**src/rtl/clock_mode_ctrl_if.sv**
```systemverilog
// rtl/clock_mode_ctrl_if.sv - button/tick inputs and counter/display controls of the clock mode controller
interface clock_mode_ctrl_if;
    logic       btn_mode;
    logic       btn_up;
    logic       sec_tick;
    logic       tick_en;
    logic       inc_hour;
    logic       inc_min;
    logic       clr_secs;
    logic       alm_inc_hour;
    logic       alm_inc_min;
    logic       disp_sel;
    logic [3:0] blank_mask;
    logic [2:0] mode;

    modport master (
        output btn_mode, btn_up, sec_tick,
        input  tick_en, inc_hour, inc_min, clr_secs, alm_inc_hour, alm_inc_min,
               disp_sel, blank_mask, mode
    );

    modport slave (
        input  btn_mode, btn_up, sec_tick,
        output tick_en, inc_hour, inc_min, clr_secs, alm_inc_hour, alm_inc_min,
               disp_sel, blank_mask, mode
    );
endinterface

```
**src/rtl/clock_mode_ctrl.sv**
```systemverilog
// rtl/clock_mode_ctrl.sv - run/time-set/alarm-set sequencer with pulse routing, idle timeout and digit blink
module clock_mode_ctrl #(
    parameter int BLINK_CYCLES = 50000000,
    parameter int TIMEOUT_S    = 10
) (
    input logic              CLK100MHZ,
    input logic              reset,
    clock_mode_ctrl_if.slave bus
);
    typedef enum logic [2:0] {
        RUN     = 3'd0,
        SET_HR  = 3'd1,
        SET_MIN = 3'd2,
        ALM_HR  = 3'd3,
        ALM_MIN = 3'd4
    } state_t;

    localparam int            CW         = (BLINK_CYCLES > 1) ? $clog2(BLINK_CYCLES) : 1;
    localparam logic [CW-1:0] BLINK_LAST = CW'(BLINK_CYCLES - 1);
    localparam logic [4:0]    IDLE_LAST  = 5'(TIMEOUT_S - 1);

    state_t        r_state;
    logic [4:0]    r_idle_s;
    logic [CW-1:0] r_blink_cnt;
    logic          r_blink_phase;
    logic          r_tick_en;
    logic          r_inc_hour;
    logic          r_inc_min;
    logic          r_clr_secs;
    logic          r_alm_inc_hour;
    logic          r_alm_inc_min;
    logic          r_disp_sel;
    logic [3:0]    r_blank_mask;

    state_t     w_next_state;
    logic       w_up;
    logic       w_timeout;
    logic       w_state_change;
    logic       w_blink_restart;
    logic       w_blink_wrap;
    logic       w_next_phase;
    logic [3:0] w_next_mask;

    always_comb begin
        w_next_state = r_state;
        // btn_mode wins over btn_up in the same cycle, and any button defeats the timeout
        w_up      = bus.btn_up && !bus.btn_mode;
        w_timeout = (r_state != RUN) && bus.sec_tick && (r_idle_s == IDLE_LAST)
                    && !bus.btn_mode && !bus.btn_up;
        case (r_state)
            RUN:     if (bus.btn_mode) w_next_state = SET_HR;
            SET_HR:  if (bus.btn_mode) w_next_state = SET_MIN;
            SET_MIN: if (bus.btn_mode) w_next_state = ALM_HR;
            ALM_HR:  if (bus.btn_mode) w_next_state = ALM_MIN;
            ALM_MIN: if (bus.btn_mode) w_next_state = RUN;
            default: w_next_state = RUN;
        endcase
        if (w_timeout) w_next_state = RUN;
        w_state_change  = (w_next_state != r_state);
        w_blink_restart = w_state_change || bus.btn_up;
        w_blink_wrap    = (r_blink_cnt == BLINK_LAST);
        w_next_phase    = w_blink_restart ? 1'b1 : (w_blink_wrap ? ~r_blink_phase : r_blink_phase);
        case (w_next_state)
            SET_HR, ALM_HR:   w_next_mask = {{2{~w_next_phase}}, 2'b00};
            SET_MIN, ALM_MIN: w_next_mask = {2'b00, {2{~w_next_phase}}};
            default:          w_next_mask = 4'b0000;
        endcase
    end

    always_ff @(posedge CLK100MHZ) begin
        if (reset) begin
            r_state        <= RUN;
            r_idle_s       <= '0;
            r_blink_cnt    <= '0;
            r_blink_phase  <= 1'b1;
            r_tick_en      <= 1'b0;
            r_inc_hour     <= 1'b0;
            r_inc_min      <= 1'b0;
            r_clr_secs     <= 1'b0;
            r_alm_inc_hour <= 1'b0;
            r_alm_inc_min  <= 1'b0;
            r_disp_sel     <= 1'b0;
            r_blank_mask   <= 4'b0000;
        end else begin
            r_state <= w_next_state;
            if (w_next_state == RUN || bus.btn_mode || bus.btn_up || w_state_change)
                r_idle_s <= '0;
            else if (bus.sec_tick)
                r_idle_s <= r_idle_s + 5'd1;
            r_blink_cnt    <= (w_blink_restart || w_blink_wrap) ? '0 : r_blink_cnt + CW'(1);
            r_blink_phase  <= w_next_phase;
            // time is frozen while either time field is being edited
            r_tick_en      <= bus.sec_tick && (r_state == RUN || r_state == ALM_HR || r_state == ALM_MIN);
            r_inc_hour     <= w_up && (r_state == SET_HR);
            r_inc_min      <= w_up && (r_state == SET_MIN);
            r_clr_secs     <= (r_state == SET_MIN) && (w_up || w_next_state != SET_MIN);
            r_alm_inc_hour <= w_up && (r_state == ALM_HR);
            r_alm_inc_min  <= w_up && (r_state == ALM_MIN);
            r_disp_sel     <= (w_next_state == ALM_HR) || (w_next_state == ALM_MIN);
            r_blank_mask   <= w_next_mask;
        end
    end

    assign bus.mode         = r_state;
    assign bus.tick_en      = r_tick_en;
    assign bus.inc_hour     = r_inc_hour;
    assign bus.inc_min      = r_inc_min;
    assign bus.clr_secs     = r_clr_secs;
    assign bus.alm_inc_hour = r_alm_inc_hour;
    assign bus.alm_inc_min  = r_alm_inc_min;
    assign bus.disp_sel     = r_disp_sel;
    assign bus.blank_mask   = r_blank_mask;
endmodule
```
**src/flat_wrapper.sv**
```systemverilog
// flat-port wrapper written by rule: the top's interface ports become plain ports
module clock_mode_ctrl_flat 
#(
    parameter int BLINK_CYCLES = 50000000,
    parameter int TIMEOUT_S    = 10
)
  (CLK100MHZ, reset, bus_btn_mode, bus_btn_up, bus_sec_tick, bus_tick_en, bus_inc_hour, bus_inc_min, bus_clr_secs, bus_alm_inc_hour, bus_alm_inc_min, bus_disp_sel, bus_blank_mask, bus_mode);
  clock_mode_ctrl_if bus_i ();
  input logic CLK100MHZ;
  input logic reset;
  input wire logic [$bits(bus_i.btn_mode)-1:0] bus_btn_mode;
  input wire logic [$bits(bus_i.btn_up)-1:0] bus_btn_up;
  input wire logic [$bits(bus_i.sec_tick)-1:0] bus_sec_tick;
  output wire logic [$bits(bus_i.tick_en)-1:0] bus_tick_en;
  output wire logic [$bits(bus_i.inc_hour)-1:0] bus_inc_hour;
  output wire logic [$bits(bus_i.inc_min)-1:0] bus_inc_min;
  output wire logic [$bits(bus_i.clr_secs)-1:0] bus_clr_secs;
  output wire logic [$bits(bus_i.alm_inc_hour)-1:0] bus_alm_inc_hour;
  output wire logic [$bits(bus_i.alm_inc_min)-1:0] bus_alm_inc_min;
  output wire logic [$bits(bus_i.disp_sel)-1:0] bus_disp_sel;
  output wire logic [$bits(bus_i.blank_mask)-1:0] bus_blank_mask;
  output wire logic [$bits(bus_i.mode)-1:0] bus_mode;
  assign bus_i.btn_mode = bus_btn_mode;
  assign bus_i.btn_up = bus_btn_up;
  assign bus_i.sec_tick = bus_sec_tick;
  assign bus_tick_en = bus_i.tick_en;
  assign bus_inc_hour = bus_i.inc_hour;
  assign bus_inc_min = bus_i.inc_min;
  assign bus_clr_secs = bus_i.clr_secs;
  assign bus_alm_inc_hour = bus_i.alm_inc_hour;
  assign bus_alm_inc_min = bus_i.alm_inc_min;
  assign bus_disp_sel = bus_i.disp_sel;
  assign bus_blank_mask = bus_i.blank_mask;
  assign bus_mode = bus_i.mode;
  clock_mode_ctrl #(.BLINK_CYCLES(BLINK_CYCLES), .TIMEOUT_S(TIMEOUT_S)) u_core (.CLK100MHZ(CLK100MHZ), .reset(reset), .bus(bus_i));
endmodule
```
**config.mk**
```make
export PLATFORM = sky130hd
export DESIGN_NAME = clock_mode_ctrl_flat
export DESIGN_NICKNAME = d
export VERILOG_FILES = /design/src/rtl/clock_mode_ctrl_if.sv /design/src/rtl/clock_mode_ctrl.sv /design/src/flat_wrapper.sv
export SDC_FILE = /design/constraint.sdc
export NUM_CORES = 1
export LEC_CHECK = 0
export BUFFER_PORTS_ARGS = -buffer_cell sky130_fd_sc_hd__buf_2
export CORE_ASPECT_RATIO = 1.75
export CORE_MARGIN = 1
export CORE_UTILIZATION = 52
export CTS_CLUSTER_DIAMETER = 40
export CTS_CLUSTER_SIZE = 16
export DETAILED_ROUTE_END_ITERATION = 6
export PLACE_DENSITY = 0.76
export SYNTH_ARGS = -nofsm -noshare
export SYNTH_HDL_FRONTEND = slang
export SYNTH_SLANG_ARGS = --single-unit
```
**constraint.sdc**
```tcl
create_clock -name CLK100MHZ -period 1.8 [get_ports CLK100MHZ]
set_input_delay 0.18 -clock CLK100MHZ [delete_from_list [all_inputs] [get_ports CLK100MHZ]]
set_output_delay 0.18 -clock CLK100MHZ [all_outputs]
set_load 0.005 [all_outputs]
```
==> results of run 1 <==
[flip-flops by register name, summed over array words and instances (netlist names)]
name                     flops
u_core.bus.inc_hour          1
u_core.bus.tick_en           1
u_core.bus.blank_mask        2
u_core.bus.inc_min           1
u_core.bus.disp_sel          1
u_core.bus.mode              3
u_core.bus.alm_inc_min       1
u_core.r_idle_s              5
u_core.r_blink_cnt          26
u_core.bus.alm_inc_hour      1
u_core.r_blink_phase         1
u_core.bus.clr_secs          1
[logic make-up (layout without fill, tap and decap cells)]
logic type | after synthesis | count (layout) | synth area share
XOR/XNOR | 17 | 17 | 0.0748
AO/OA/AOI/OAI | 38 | 38 | 0.129
AND/OR/NAND/NOR | 103 | 103 | 0.294
flip-flops | 44 | 44 | 0.443
adder cells (fa/ha/maj) | 3 | 3 | 0.0189
buffers and inverters | 17 | 68 | 0.0402
[critical path, cell delays in order (launching register included)]
cell and delay [ps]:
dfxtp_2 320, or4bb_1 500, or4_4 540, o21a_1 210, or3_1 300
[repair_timing]
item	4_1_cts	5_1_grt
pin swaps	1	2
hold buffers	0	0
resized for setup	3	4
setup endpoints to repair	27	27
endpoints found under the hold margin	0	0
[worst max path at each step]
stage | end | slack, ps | depth (start not counted) | start
CTS | u_core.r_blink_phase | -190 | 4 | u_core.r_blink_cnt[24]
finish | u_core.r_blink_phase | -180 | 4 | u_core.r_blink_cnt[24]
global route | u_core.r_blink_phase | -230 | 4 | u_core.r_blink_cnt[25]
floorplan | u_core.r_blink_phase | -140 | 4 | u_core.r_blink_cnt[24]
global placement | u_core.r_blink_phase | -150 | 4 | u_core.r_blink_cnt[24]
detailed placement | u_core.r_blink_phase | -200 | 4 | u_core.r_blink_cnt[24]
[per-layer routing]
metal  part of all wire  track usage
met3              0.027       0.0437
met4              0.045        0.176
met2               0.53        0.417
met1               0.40        0.242
met5                  0            0
[through the flow]
| stage | hold WS, ps | utilization | std cells | setup TNS [ps] | power, mW |
|---|---|---|---|---|---|
| 2_1_floorplan | 256 | - | 222 | -1300 | 1.07 |
| 3_3_place_gp | 445 | 0.657 | 311 | -886 | 1.11 |
| 3_5_place_dp | 446 | 0.657 | 311 | -1830 | 1.11 |
| 4_1_cts | 146 | 0.684 | 319 | -2160 | 1.73 |
| 5_1_grt | 156 | 0.689 | 319 | -3570 | 1.78 |
| 6_report | 144 | 0.689 | 319 | -2180 | 1.72 |
[power by group through the flow]
stage | Clock [mW] | Combinational (mW) | Sequential (mW)
2_1_floorplan | 0 | 0.0609 | 1.01
3_5_place_dp | 0 | 0.104 | 1.01
4_1_cts | 0.636 | 0.104 | 0.988
3_3_place_gp | 0 | 0.103 | 1.01
5_1_grt | 0.677 | 0.117 | 0.990
6_report | 0.627 | 0.104 | 0.988
[area by class of cell]
class                   instances  share of cell area
flip-flops and latches         44               0.353
repair buffers                 57               0.161
inverters                       3             0.00450
clock buffers                   8              0.0360
well taps                      46              0.0230
multi-input cells             161               0.422
[placed cells by master, fill, tap and decap left out, types with 2 or more instances in the layout]
| cell type | synthesis | final |
|---|---|---|
| a211oi_1 | 15 | 13 |
| a211oi_2 | 0 | 2 |
| a21oi_1 | 3 | 3 |
| and3_1 | 3 | 3 |
| and4_1 | 4 | 3 |
| buf_2 | 1 | 18 |
| buf_4 | 4 | 36 |
| buf_6 | 0 | 2 |
| clkbuf_1 | 9 | 2 |
| clkbuf_8 | 0 | 6 |
| dfxtp_1 | 44 | 42 |
| dfxtp_2 | 0 | 2 |
| ha_1 | 3 | 3 |
| inv_1 | 3 | 3 |
| nand2_1 | 10 | 10 |
| nand2b_1 | 4 | 4 |
| nand3_1 | 10 | 10 |
| nand4_1 | 11 | 11 |
| nor2_1 | 14 | 13 |
| nor2b_1 | 2 | 2 |
| nor3_1 | 16 | 16 |
| nor3b_1 | 2 | 2 |
| nor4_1 | 3 | 3 |
| o21a_1 | 3 | 3 |
| o21ai_0 | 8 | 8 |
| o31ai_1 | 5 | 5 |
| or2_2 | 3 | 3 |
| or3_1 | 9 | 9 |
| or4_1 | 7 | 5 |
| or4_4 | 0 | 2 |
| xnor2_1 | 5 | 5 |
| xor2_1 | 12 | 12 |
==> flow_metrics.py, run 1 <==
metrics = {
    "run_status": {
        "status": "finished with violations",
        "violations": "negative setup slack",
    },
    "worst_setup_path": {
        "r2r-start": "u_core.r_blink_cnt[24]",
        "critical_path.max_fanout": 3,
        "r2r-end": "u_core.r_blink_phase",
        "worst-r2r-setup-slack_ps": -180,
        "crit_required_ps": 1980,
        "cp.arrival_ps": 2160,
        "start_kind": "register",
        "reg2reg_depth": 4,
        "crit_type": "register to register",
        "endpoint_kind": "register",
    },
    "floorplanning": {
        "die_x_um": 48.8,
        "io_pins": 19,
        "initial_core_util": 0.548,
        "dieArea_um2": 4090,
        "rows": 29,
        "die_h_um": 83.8,
        "core_um2": 3630,
    },
    "final_layout": {
        "postLayoutCellArea_um2": 2500,
        "n_fill_cell": 305,
        "antennaDiodeCount": 0,
        "layout.area.seq_um2": 883,
        "multi_input_area_um2": 1050,
        "drive_above_1_share": 0.275,
        "areaGrowthSynthToFinish_pct": 25.7,
        "final_nets": 280,
    },
    "synth": {
        "avgSynthCellArea_um2": 8.96,
        "synthFlopType": "dfxtp_1",
        "async_flop_share": 0,
        "synth_common_cells": "dfxtp_1 (44), nor3_1 (16), a211oi_1 (15)",
        "ys_seq_area_frac": 0.443,
        "yosysWarnings": 0,
        "synth_top_cell_by_area": "dfxtp_1",
        "netlist_instances": 222,
        "ys_seq_elements": 44,
        "synth_area_leaders": "dfxtp_1 (44%), a211oi_1 (5.7%), xor2_1 (5.3%)",
        "synth.most_common_cell": "dfxtp_1",
        "synth.distinct_cells": 36,
        "yosys.area.top_type_share": 0.443,
        "syn_area_um2": 1990,
        "synth_edf_count": 0,
        "synth_nets": 230,
    },
    "sta": {
        "finalSetupViolCount": 27,
        "fmax_mhz": 504,
        "skew_ps": 3.53,
        "slew_violations": 0,
        "period_share": 1.10,
        "worstMarginPinSlew_ps": 396,
        "hold_violations": 0,
        "period_needed_ps": 1980,
        "relSlewSlack": 0.733,
        "worst_slack_ps": -183,
        "rsz0062_at_grt": "yes",
    },
    "drt": {
        "drtIter0Drc": 34,
        "drt_first_pass_iters": 5,
        "ant_nets": 0,
        "viasPerCell": 5.71,
        "wire_per_inst_um": 14.0,
        "num_vias": 1821,
        "drc": 0,
        "drt_wl_total_um": 4470,
    },
    "hold_path": {
        "holdPathEnd": "u_core.bus.tick_en",
        "whs_path_depth": 2,
        "min_path_type": "primary input to register",
        "min_from": "reset",
    },
    "grt": {
        "grt_util_all_layers": 0.237,
        "grt_max_degree": 29,
        "grt_pass1_vias": 1765,
        "grt_pass1_wl_um": 7580,
        "gr-total-overflow": 0,
        "antenna_found_initial": 0,
    },
    "placed_design": {
        "io_buffer_count": 18,
        "place_congestion": 0.787,
        "pre_cts_ws_ps": -198,
        "dp_hpwl_um": 3270,
        "dpl_cell_area_um2": 2380,
    },
    "power_and_ir_drop": {
        "pwr-share-clk": 0.365,
        "p_int_mw": 1.34,
        "combPwrFrac": 0.061,
        "p_leak_nw": 0.933,
        "swShare": 0.219,
        "powerDensity_nw_per_um2": 688,
        "p_sw_mw": 0.377,
        "seqPwrFrac": 0.575,
        "ir_drop_uv": 976,
    },
    "clock_tree": {
        "cts_tree": "yes",
        "numCtsBuffers": 5,
        "clockRootBuffer": "clkbuf_8",
        "h-tree-depth": 2,
        "cts.sink_count": 44,
        "clk_path_buf_depth": 2,
        "post_cts_buffers": 0,
        "clk_pin_slew_worst_paths_ps": 80,
        "worstSkewPairLatency_ps": 290,
    },
    "flow_run": {
        "drv_cap": 0,
    },
}
Note: power is estimated with default switching activity, not from simulation.
==> inputs of run 2 (changes only) <==
CORE_UTILIZATION = 55   (was 52)
HOLD_SLACK_MARGIN = 0.06   (was unset)
PLACE_DENSITY = 0.77   (was 0.76)
REMOVE_ABC_BUFFERS = 1   (was unset)
clock period = 2 ns   (was 1.8 ns; I/O delays follow)
==> flow_metrics.py, run 2 (synthesis results as in run 1) <==
metrics = {
    "drt": {
        "num_vias": 1761,
        "routed-wl-met2_um": 2390,
        "wire_per_inst_um": 14.3,
        "drt_first_pass_iters": 4,
        "ant_nets": 0,
        "viasPerCell": 5.89,
        "top_layer_used": "met4",
        "drtIter0Drc": 36,
        "drt_wl_total_um": 4290,
        "wl_met3_um": 128,
        "drc": 0,
        "wl_met1_um": 1680,
    },
    "worst_setup_path": {
        "critical_path.max_fanout": 3,
        "crit_type": "register to register",
        "worst-r2r-setup-slack_ps": -10,
        "cp.arrival_ps": 2200,
        "path_delay_family": "simple AND/OR/NAND/NOR gates",
        "crit_required_ps": 2190,
        "reg2reg_depth": 4,
        "critPathMaxStageDelay_ps": 540,
        "r2r-end": "u_core.r_blink_phase",
        "slowest_stage": "or4_4",
        "crit_buf_inv": 0,
        "r2r-start": "u_core.r_blink_cnt[8]",
        "cp_cell_sequence": "or4_1, or4_4, o21a_1, or3_1",
        "endpoint_kind": "register",
        "start_kind": "register",
    },
    "sta": {
        "hold_violations": 0,
        "finalSetupViolCount": 1,
        "slew_violations": 0,
        "period_needed_ps": 2010,
        "skew_ps": 7.34,
        "rsz0062_at_grt": "yes",
        "period_share": 1.01,
        "fmax_mhz": 497,
        "relSlewSlack": 0.733,
        "worst_slack_ps": -11.9,
        "worstMarginPinSlew_ps": 397,
    },
    "floorplanning": {
        "initial_core_util": 0.579,
        "dieArea_um2": 3870,
        "io_pins": 19,
        "rows": 28,
        "die_h_um": 81.6,
        "die_x_um": 47.5,
        "core_um2": 3430,
    },
    "grt": {
        "gr-total-overflow": 0,
        "grt_max_degree": 21,
        "antenna_found_initial": 0,
        "grt_pass1_vias": 1609,
        "grt_util_all_layers": 0.247,
        "grt_pass1_wl_um": 6760,
    },
    "power_and_ir_drop": {
        "p_leak_nw": 0.840,
        "powerDensity_nw_per_um2": 719,
        "ir_drop_uv": 726,
    },
    "hold_path": {
        "holdPathEnd": "u_core.bus.tick_en",
        "min_path_type": "primary input to register",
        "whs_path_depth": 2,
        "min_from": "reset",
    },
    "final_layout": {
        "drive_above_1_share": 0.205,
        "final_nets": 261,
        "regMostFlops": "u_core.r_blink_cnt",
        "n_fill_cell": 310,
        "postLayoutCellArea_um2": 2360,
        "fin_cells": 299,
        "areaGrowthSynthToFinish_pct": 18.6,
        "largest_reg_flops": 26,
        "layout_commonest_cell": "dfxtp_1",
        "antennaDiodeCount": 0,
        "most-common-layout-cells": "dfxtp_1 (44), buf_4 (19), buf_2 (18)",
    },
    "clock_tree": {
        "h-tree-depth": 2,
        "cts_tree": "yes",
        "clk_pin_slew_worst_paths_ps": 90,
        "clk_path_buf_depth": 2,
        "cts_hold_buffers": 0,
        "worstSkewPairLatency_ps": 300,
        "numCtsBuffers": 5,
        "clockRootBuffer": "clkbuf_8",
        "cts.sink_count": 44,
    },
    "run_status": {
        "status": "finished with violations",
        "violations": "negative setup slack",
    },
    "placed_design": {
        "dp_hpwl_um": 3090,
        "place_congestion": 0.819,
        "dpl_cell_area_um2": 2230,
        "dp.cells": 290,
        "io_buffer_count": 18,
    },
    "flow_run": {
        "drv_cap": 0,
    },
}
## run 2: cell types whose count changed in the layout (fill, tap and decap cells not counted), moves of 2 or more
cell / previous run / this run
buf_4: 36 / 19
a211oi_1: 13 / 15
a211oi_2: 2 / 0
buf_6: 2 / 0
clkbuf_1: 2 / 0
dfxtp_1: 42 / 44
dfxtp_2: 2 / 0
## run 2: routing by layer
layer | vias to the layer above | track usage
met5 | - | 0
met4 | 0 | 0.106
met3 | 8 | 0.0681
met2 | 39 | 0.438
met1 | 832 | 0.256
li1 | 882 | -
## run 2: metrics by stage
step,hold slack [ps],setup TNS (ps),total power [mW],worst slack (ps),util
after floorplan,276,-10850,0.958,-442,-
after global placement,440,0,0.997,4.51,0.648
after detailed placement,442,-30.9,0.998,-30.9,0.648
after CTS,143,-10.3,1.70,-10.3,0.685
after global routing,154,-406,1.75,-75.5,0.687
final,157,-11.9,1.70,-11.9,0.687
## run 2: cell type report
cell class	count	area, µm²	share of cell area
Clock inverter	2	38.8	0.0164
Inverter	3	11.3	0.00477
Tap cell	45	56.3	0.0239
Timing Repair Buffer	38	253	0.107
Sequential cell	44	881	0.373
Multi-Input combinational cell	161	1040	0.440
Clock buffer	6	82.6	0.0350
## run 2: timing repair
item / CTS / global route
pin swaps: 0 / 1
hold endpoints to repair: 0 / 0
setup buffers: 0 / 1
gates resized for setup: 1 / 1
setup endpoints to repair: 2 / 21
## run 2: worst max path at each step
stage,cells past startpoint,startpoint,endpoint,slack (ps)
2_1_floorplan,4,u_core.r_blink_cnt[8],u_core.r_blink_cnt[1],-440
3_3_place_gp,4,u_core.r_blink_cnt[8],u_core.r_blink_phase,5
3_5_place_dp,4,u_core.r_blink_cnt[8],u_core.r_blink_phase,-30
4_1_cts,4,u_core.r_blink_cnt[8],u_core.r_blink_phase,-10
5_1_grt,4,u_core.r_blink_cnt[8],u_core.r_blink_phase,-80
6_report,4,u_core.r_blink_cnt[8],u_core.r_blink_phase,-10
## run 2: worst reg2reg max path: cells and delay by family (launching register included)
kind               cells  cell delay (ps)
AOI/OAI and AO/OA      1              210
DFF                    1              310
and+or+nand+nor        3             1390
## run 2: power by group
group          switching, mW  total [mW]  internal [mW]
clock network          0.309       0.718          0.408
logic                 0.0521      0.0888         0.0367
registers            0.00532       0.889          0.884
total                  0.367        1.70           1.33
